**src/rtl/trb_in_demux.sv**
```systemverilog
// Frame distributor: hands each fixed-length LLR frame from one input stream to
// the next decoder lane that has room for a whole frame, resyncing on bad framing.
module trb_in_demux #(
  parameter int NUM_TURBO = 16,
  parameter int FRAME_LEN = 3084,
  parameter int CNT_W     = 12
) (
  input  logic                 clk,
  input  logic                 rst,
  input  logic [7:0]           st_data_in,
  input  logic                 st_valid_in,
  input  logic                 st_sop_in,
  input  logic                 st_eop_in,
  output logic                 st_ready_out,
  input  logic [NUM_TURBO-1:0] st_ready_in,
  output logic [7:0]           st_data_out,
  output logic [NUM_TURBO-1:0] st_valid_out,
  output logic [NUM_TURBO-1:0] st_sop_out,
  output logic [NUM_TURBO-1:0] st_eop_out,
  output logic [3:0]           lane_sel,
  output logic                 err_sop,
  output logic                 err_len
);

  // state   | meaning
  // S_GRANT | probing lane r_ptr for room, one lane per cycle, input stalled
  // S_FWD   | streaming the current frame to lane r_sel (cnt==0: hunting sop)
  // S_DROP  | frame overran FRAME_LEN; discarding beats up to its eop
  typedef enum logic [1:0] {
    S_GRANT = 2'd0,
    S_FWD   = 2'd1,
    S_DROP  = 2'd2
  } state_t;

  localparam logic [3:0]       LAST_LANE = 4'(NUM_TURBO - 1);
  localparam logic [CNT_W-1:0] LAST_BEAT = CNT_W'(FRAME_LEN - 1);

  state_t               r_state;
  logic [3:0]           r_ptr;
  logic [3:0]           r_sel;
  logic [CNT_W-1:0]     r_cnt;

  logic                 w_accept;
  logic [3:0]           w_ptr_nxt;
  logic [3:0]           w_sel_nxt;
  logic [NUM_TURBO-1:0] w_lane_hot;

  assign st_ready_out = (r_state != S_GRANT);
  assign w_accept     = st_valid_in & st_ready_out;
  assign w_ptr_nxt    = (r_ptr == LAST_LANE) ? 4'd0 : r_ptr + 4'd1;
  assign w_sel_nxt    = (r_sel == LAST_LANE) ? 4'd0 : r_sel + 4'd1;
  assign w_lane_hot   = NUM_TURBO'(1) << r_sel;
  assign lane_sel     = (r_state == S_FWD) ? r_sel : r_ptr;

  always_ff @(posedge clk) begin
    if (rst) begin
      r_state      <= S_GRANT;
      r_ptr        <= 4'd0;
      r_sel        <= 4'd0;
      r_cnt        <= '0;
      st_data_out  <= 8'd0;
      st_valid_out <= '0;
      st_sop_out   <= '0;
      st_eop_out   <= '0;
      err_sop      <= 1'b0;
      err_len      <= 1'b0;
    end else begin
      st_valid_out <= '0;
      st_sop_out   <= '0;
      st_eop_out   <= '0;
      err_sop      <= 1'b0;
      err_len      <= 1'b0;

      case (r_state)
        S_GRANT: begin
          if (st_ready_in[r_ptr]) begin
            r_sel   <= r_ptr;
            r_cnt   <= '0;
            r_state <= S_FWD;
          end else begin
            r_ptr <= w_ptr_nxt;
          end
        end

        S_FWD: begin
          if (w_accept) begin
            if (r_cnt == '0) begin
              if (!st_sop_in) begin
                err_sop <= 1'b1;
              end else begin
                st_data_out  <= st_data_in;
                st_valid_out <= w_lane_hot;
                st_sop_out   <= w_lane_hot;
                // sop and eop on one beat can never be a full frame here
                if (st_eop_in) begin
                  st_eop_out <= w_lane_hot;
                  err_len    <= 1'b1;
                  r_ptr      <= w_sel_nxt;
                  r_state    <= S_GRANT;
                end else begin
                  r_cnt <= CNT_W'(1);
                end
              end
            end else begin
              st_data_out  <= st_data_in;
              st_valid_out <= w_lane_hot;
              if (st_sop_in) begin
                err_sop <= 1'b1;
              end
              if (r_cnt == LAST_BEAT) begin
                st_eop_out <= w_lane_hot;
                r_ptr      <= w_sel_nxt;
                if (st_eop_in) begin
                  r_state <= S_GRANT;
                end else begin
                  err_len <= 1'b1;
                  r_state <= S_DROP;
                end
              end else if (st_eop_in) begin
                st_eop_out <= w_lane_hot;
                err_len    <= 1'b1;
                r_ptr      <= w_sel_nxt;
                r_state    <= S_GRANT;
              end else begin
                r_cnt <= r_cnt + CNT_W'(1);
              end
            end
          end
        end

        S_DROP: begin
          if (w_accept && st_eop_in) begin
            r_state <= S_GRANT;
          end
        end

        default: begin
          r_state <= S_GRANT;
        end
      endcase
    end
  end

endmodule

```
**config.mk**
```make
export PLATFORM = sky130hd
export DESIGN_NAME = trb_in_demux
export DESIGN_NICKNAME = d
export VERILOG_FILES = /design/src/rtl/trb_in_demux.sv
export SDC_FILE = /design/constraint.sdc
export NUM_CORES = 1
export LEC_CHECK = 0
export CORE_MARGIN = 4
export CORE_UTILIZATION = 30
export DETAILED_ROUTE_END_ITERATION = 7
export HOLD_SLACK_MARGIN = 0.06
export PLACE_DENSITY = 0.58
export SLEW_MARGIN = 25
export SYNTH_ARGS = -nofsm -noshare
export SYNTH_HDL_FRONTEND = slang
export SYNTH_SLANG_ARGS = --single-unit
```
**constraint.sdc**
```tcl
create_clock -name clk -period 2.6 [get_ports clk]
set_input_delay 0.52 -clock clk [delete_from_list [all_inputs] [get_ports clk]]
set_output_delay 0.52 -clock clk [all_outputs]
set_load 0.005 [all_outputs]
```
==> summary.txt, run 1 <==
Outcome
  – Outcome: complete, no violations

Critical path
  – Worst EP required: ~2.8 ns
  – CP Launch Type: register
  – R2R Path Start: r_ptr[2]
  – Slowest-stage cell, CP: dfxtp_1
  – Most used cell along the critical path: mux4_2
  – Worst-path fanout max: 13
  – Worst setup path start: r_ptr[2]
  – FF-to-FF path depth: 5
  – Crit Path Class: register to register
  – Critical path's top delay family: multiplexers
  – Critical path's largest stage delay: a little under 0.6 ns
  – Worst path depth: 5
  – Worst-path cell chain: mux4_2 > mux4_2 > a22o_1 > buf_12 > a311oi_1
  – Nature of the critical path endpoint: register
  – Critical Path AT: about 2.7 ns
  – Buf/Inv on CP: 1

Synth
  – Post-synthesis adder-cell area fraction: 3.64%
  – Mux contribution to synthesized area: under 10%
  – Post-synth cell types: about 50
  – Yosys reg bits: 80
  – Compound-Gate Fraction of Synth Area: between 15 and 20%
  – Predominant post-synthesis flop cell: dfxtp_1
  – Number of synthesized flops with an enable pin: 0
  – Post-synthesis sequential area ratio: between 40% and 50%
  – Main combinational cell family by area after synthesis: simple AND/OR/NAND/NOR gates
  – Post-synthesis simple-gate area fraction: roughly a fifth
  – Cells after synthesis: about 380
  – Syn_area_per_cell: about 9 um^2
  – Fraction of synthesis flops using an asynchronous set or reset pin: 0%
  – Yosys Warn Count: 0
  – Synth Area in XOR/XNOR: less than 1%
  – Syn_nets: 417
  – Cell Area, Synth: approximately 3400 um^2

Flow run
  – Max-cap check violation count: 0

Final layout
  – Commonest cells after routing, fill and taps aside: 91 x clkdlybuf4s50_1, 80 x dfxtp_1, 61 x nor2_1
  – Area growth syn-to-layout: 42.6%
  – Final std cells w/o fill: between 600 and 700
  – Share of post-route cells with drive strength above 1: 12.3%
  – Most common cell after layout, fill and taps aside: clkdlybuf4s50_1
  – Antenna diodes: 0
  – Fin nets: between 500 and 600
  – Post-layout utilization of the core: 44.4%
  – Final instance area: roughly 4900 um^2

Drt
  – Routed wl met2: about 4300 um
  – Routed via count: between 3000 and 4000
  – Iteration-0 DRC Markers: just over 80
  – # DRC: 0
  – Routed wire length: around 9200 um
  – Uppermost layer routed: met4
  – Per-cell routed wire length: roughly 15 um
  – Final ANT Viol Nets: 0
  – Vias per cell: 4.95
  – M1 WL: between 4000 and 5000 um
  – DR WL met3: 507 um
  – First-pass iteration count of the detailed router: 4

STA
  – Final Max Tran Viols: 0
  – Fmax: 409 MHz
  – Fin crit share: 94.0%
  – RSZ-0062 raised after global routing: no
  – Worst-Margin Slew: around 0.66 ns
  – Count of final setup violators: 0
  – Skew final: ~0.0080 ns
  – Max-slew headroom: 55.7%
  – Fin. Hold Viols: 0
  – Crit path time final: between 2 and 2.5 ns
  – Fin Setup TNS: 0 ns

Power and ir drop
  – Switching part of the total: between 30% and 40%
  – Reg power frac: a little over a third
  – Power share of the clock group: between 30% and 40%
  – Comb power frac: 35.2%
  – Power per cell area: roughly 800 nW/um^2
  – Internal power: between 2 and 3 mW
  – IR drop worst, VDD: around 0.39 mV
  – Power, Total: 3.99 mW
  – Switching power: approximately 1.4 mW
  – P_leak: between 1.5 and 2 nW

GRT
  – Largest net degree at the start of global routing: 34
  – First-pass GRT wire length: 15000 um
  – Initial antenna violation count: 0
  – Total grt overflow: 0
  – Number of global-route vias before repair: 3010
  – GRT Util Overall: roughly 14%

Clocking
  – Postcts setup bufs: 0
  – Clock buffer depth: 2
  – TritonCTS buffer count: 9
  – CTS Sinks: 80
  – Clk Latency, worst-skew pair: roughly 0.33 ns
  – Reg clk slew, reported paths: 0.07 ns
  – Max H-tree Level: 3
  – Post-CTS Resized: 0
  – CTS tree: done
  – Hold-fix buffers at CTS: 0
  – Root Driver: clkbuf_16

Placed design
  – Post-DP HPWL: between 6000 and 7000 um
  – Placed cell area: ~4600 um^2
  – Placed cells: 612
  – GP Congestion: 0.833
  – # port buffers: 91

Hold path
  – Hold WC Path Type: register to register
  – HP Start: st_data_out[3]
  – Min-Delay Path Depth: 2

Die
  – Initial Util: between 30% and 40%
  – Row count: 38
  – Die area: 13200 um^2
  – Die W: around 120 um
  – Die height: around 120 um
  – I/O pins: between 90 and 100
  – Core ar.: 11000 um^2
[cells in the mapped netlist (2+ instances only)]
| master | n | area, um^2 |
|---|---|---|
| o31ai_1 | 2 | 15.0 |
| nand2_1 | 46 | 173 |
| buf_6 | 2 | 22.5 |
| inv_1 | 17 | 63.8 |
| nand3_1 | 13 | 65.1 |
| nor3_1 | 8 | 40.0 |
| o31ai_2 | 3 | 37.5 |
| o21ai_0 | 15 | 75.1 |
| nor4_1 | 4 | 25.0 |
| nand2b_1 | 5 | 31.3 |
| mux2i_1 | 3 | 30.0 |
| nor2b_1 | 3 | 18.8 |
| nor2_1 | 61 | 229 |
| o21a_1 | 3 | 22.5 |
| and3_1 | 4 | 25.0 |
| nand4_1 | 2 | 12.5 |
| a31oi_1 | 5 | 31.3 |
| mux4_2 | 9 | 203 |
| a211oi_1 | 3 | 22.5 |
| a21oi_1 | 21 | 105 |
| and2_1 | 2 | 12.5 |
| a311oi_2 | 2 | 30.0 |
| clkbuf_1 | 17 | 63.8 |
| and3b_1 | 2 | 17.5 |
| a311oi_1 | 2 | 17.5 |
| o21ai_1 | 3 | 15.0 |
| dfxtp_1 | 80 | 1600 |
| a221oi_2 | 5 | 75.1 |
| or3_1 | 2 | 12.5 |
| a41oi_1 | 3 | 26.3 |
| ha_1 | 10 | 125 |
| nor4b_1 | 4 | 35.0 |
[flip-flops by register name, indices dropped and copies added, names as in the netlist]
name / cells
r_cnt: 12
st_sop_out: 16
st_eop_out: 16
st_valid_out: 16
r_state: 2
err_len: 1
r_sel: 4
st_data_out: 8
r_ptr: 4
err_sop: 1
[final timing paths]
check | end | slack [ns]
worst min-delay path | st_data_out[3] | 0.48
worst min register to register | st_data_out[3] | 0.48
worst max register to register | r_cnt[3] | 0.16
worst max-delay path | r_cnt[3] | 0.16
[power by group through the flow]
stage / registers [mW] / clock network (mW) / logic, mW
2_1_floorplan: 1.37 / 0 / 0.886
3_3_place_gp: 1.41 / 0 / 1.39
3_5_place_dp: 1.41 / 0 / 1.41
4_1_cts: 1.38 / 1.24 / 1.41
5_1_grt: 1.39 / 1.29 / 1.55
6_report: 1.38 / 1.20 / 1.40
[worst reg2reg max path: stages (launching register included)]
cell and delay, ns:
dfxtp_1 0.59, mux4_2 0.58, mux4_2 0.53, a22o_1 0.24, buf_12 0.16, a311oi_1 0.24
[routing by layer]
metal,vias up,global-route usage [%]
met1,1461,18.1
met5,-,0
met4,0,3.44
met2,94,23.9
met3,8,3.74
li1,1544,-
[kinds of logic after synthesis]
kind of cell / after synthesis
adders and majority gates: 10
buffers and inverters: 36
xor gates and xnor gates: 2
AOI/OAI and AO/OA: 77
and+or+nand+nor: 160
DFF: 80
muxes: 13
[layout make-up]
type / instances / area (um^2)
Inverter: 17 / 63.8
Fill cell: 1108 / 6130
Tap cell: 140 / 175
Clock inverter: 7 / 62.6
Sequential cell: 80 / 1600
Clock buffer: 9 / 225
Multi-Input combinational cell: 262 / 1690
Timing Repair Buffer: 113 / 1090
[stage by stage]
stage	setup WS [ns]	hold slack, ns
after detailed placement	-0.128	0.467
after CTS	0.138	0.478
after global placement	-0.0975	0.465
final	0.157	0.476
after global routing	0.0237	0.499
after floorplan	0.384	0.470
Note: power is estimated with default switching activity, not from simulation.
==> run 2: changes to the inputs <==
- PLACE_DENSITY: 0.58 -> default
==> run 2 against run 1 <==
Setup slack improved by 0.026 ns. Highest routed layer unchanged. Flip-flop and latch count did not move. Sequential power barely moved. Sequential share of layout area fell by 0.13 points.
==> summary.txt, run 2 (synthesis results as in run 1) <==
Final layout
  – Most common cell after layout, fill and taps aside: clkdlybuf4s50_1
  – Register area: between 1500 and 2000 um^2
  – Regs by FF count: st_eop_out: 16 flops, st_sop_out: 16 flops, st_valid_out: 16 flops
  – Fillers: between 1000 and 1500
  – Multi-input gate area: around 1700 um^2
  – Final std cells w/o fill: around 630
  – Commonest cells after routing, fill and taps aside: 91 x clkdlybuf4s50_1, 80 x dfxtp_1, 61 x nor2_1
  – Fin nets: roughly 520
  – Share of post-route cells with drive strength above 1: 12.5%
  – Antenna diodes: 0
  – Area growth syn-to-layout: 43.2%

STA
  – Crit path time final: about 2.4 ns
  – Count of final setup violators: 0
  – Hold_ws: between 0.4 and 0.5 ns
  – Skew final: ~0.0040 ns
  – Fin Setup TNS: 0 ns
  – Final Max Tran Viols: 0
  – Fmax: 414 MHz
  – RSZ-0062 raised after global routing: no
  – Fin. Hold Viols: 0
  – Max-slew headroom: 57.2%
  – Worst-Margin Slew: 0.640 ns
  – Fin crit share: between 90% and 100%

Critical path
  – CP Launch Type: register
  – Most used cell along the critical path: mux4_2
  – Crit Path Class: register to register
  – Worst EP required: between 2 and 3 ns
  – Worst-path fanout max: 13
  – Critical path's largest stage delay: ~0.58 ns
  – Worst-path cell chain: mux4_2 > mux4_2 > a22o_1 > buf_12 > a311oi_2
  – Critical Path AT: 2.65 ns
  – Slowest-stage cell, CP: mux4_2
  – Nature of the critical path endpoint: register

GRT
  – Largest net degree at the start of global routing: 34
  – Total grt overflow: 0
  – Initial antenna violation count: 0
  – GRT Util Overall: between 10% and 20%
  – Number of global-route vias before repair: a little under 3000
  – First-pass GRT wire length: approximately 14000 um

Flow run
  – Max-cap check violation count: 0

Clocking
  – Clk Latency, worst-skew pair: between 0.3 and 0.4 ns
  – CTS tree: done
  – TritonCTS buffer count: 9
  – Root Driver: clkbuf_16
  – Reg clk slew, reported paths: approximately 0.060 ns
  – Clock buffer depth: 2
  – CTS Sinks: 80
  – Max H-tree Level: 3

Drt
  – Vias per cell: 4.93
  – Routed via count: between 3000 and 4000
  – First-pass iteration count of the detailed router: 4
  – Final ANT Viol Nets: 0
  – Routed wire length: just over 9000 um
  – Iteration-0 DRC Markers: between 150 and 200
  – Per-cell routed wire length: 14.4 um
  – # DRC: 0

Die
  – I/O pins: a little over 90
  – Core ar.: 11000 um^2
  – Initial Util: 31.2%
  – Row count: 38
  – Die height: ~120 um
  – Die W: about 120 um
  – Die area: roughly 13000 um^2

Placed design
  – Post-DP HPWL: 6950 um
  – Placed cells: 611
  – # port buffers: 91
  – GP Congestion: 0.843

Power and ir drop
  – Power per cell area: roughly 820 nW/um^2
  – P_leak: around 1.8 nW
  – IR drop worst, VDD: about 0.46 mV

Outcome
  – Outcome: complete, no violations

Hold path
  – Hold WC Path Type: register to register
==> run 2: changes by cell type in the layout (fill, tap and decap cells not counted), sizes merged <==
| cell | delta |
|---|---|
| clkbuf | +1 |
| buf | -1 |
| bufinv | +1 |
| inv | -3 |
| clkinvlp | +1 |
==> run 2: what timing repair did <==
action	4_1_cts	5_1_grt
setup buffers	0	0
hold endpoints to repair	0	0
gates resized for setup	0	2
setup endpoints to repair	0	9
hold buffers	0	0
==> run 2: report_power, final <==
part	internal, mW	switching (mW)
registers	1.30	0.0934
logic	0.670	0.719
clock network	0.772	0.484
==> run 2: worst max-delay path: cells and delay by family, from the launching register on <==
kind	cells	cell delay [ns]
multiplexers	2	1.11
flip-flops	1	0.57
AO/OA/AOI/OAI	2	0.47
buffers and inverters	1	0.16
==> run 2: area by class of cell <==
type                            instances  area share, %
Multi-Input combinational cell        262           34.4
Sequential cell                        80           32.5
Timing Repair Buffer                  112           22.0
Clock buffer                           10           4.86
Tap cell                              140           3.56
Clock inverter                          6           1.37
Inverter                               17           1.30
==> run 2: through the flow <==
step	setup WS, ns	total power [mW]	util, %	instance area, um^2
2_1_floorplan	0.384	2.25	-	3440
3_3_place_gp	-0.0956	2.78	41.8	4610
3_5_place_dp	-0.131	2.80	41.8	4610
4_1_cts	0.120	4.07	44.5	4910
5_1_grt	0.0155	4.26	44.6	4920
6_report	0.183	4.03	44.6	4920
==> run 2: path summary, 6_finish.rpt <==
path	from	end	slack [ns]	cells past startpoint
setup / recovery	r_ptr[2]	r_cnt[4]	0.18	5
hold / removal	st_data_out[3]	st_data_out[3]	0.48	2
setup reg to reg	r_ptr[2]	r_cnt[4]	0.18	5
hold reg to reg	st_data_out[3]	st_data_out[3]	0.48	2
==> run 2: per-layer routing <==
layer | GRT usage [%] | vias to the layer above | share of wire [%] | routed length [um]
met5 | 0 | - | 0 | 0
met4 | 4.46 | 0 | 1.2 | 106
met3 | 4.00 | 8 | 6.8 | 612
met2 | 21.7 | 88 | 47 | 4220
met1 | 17.4 | 1445 | 46 | 4120
li1 | - | 1548 | - | -
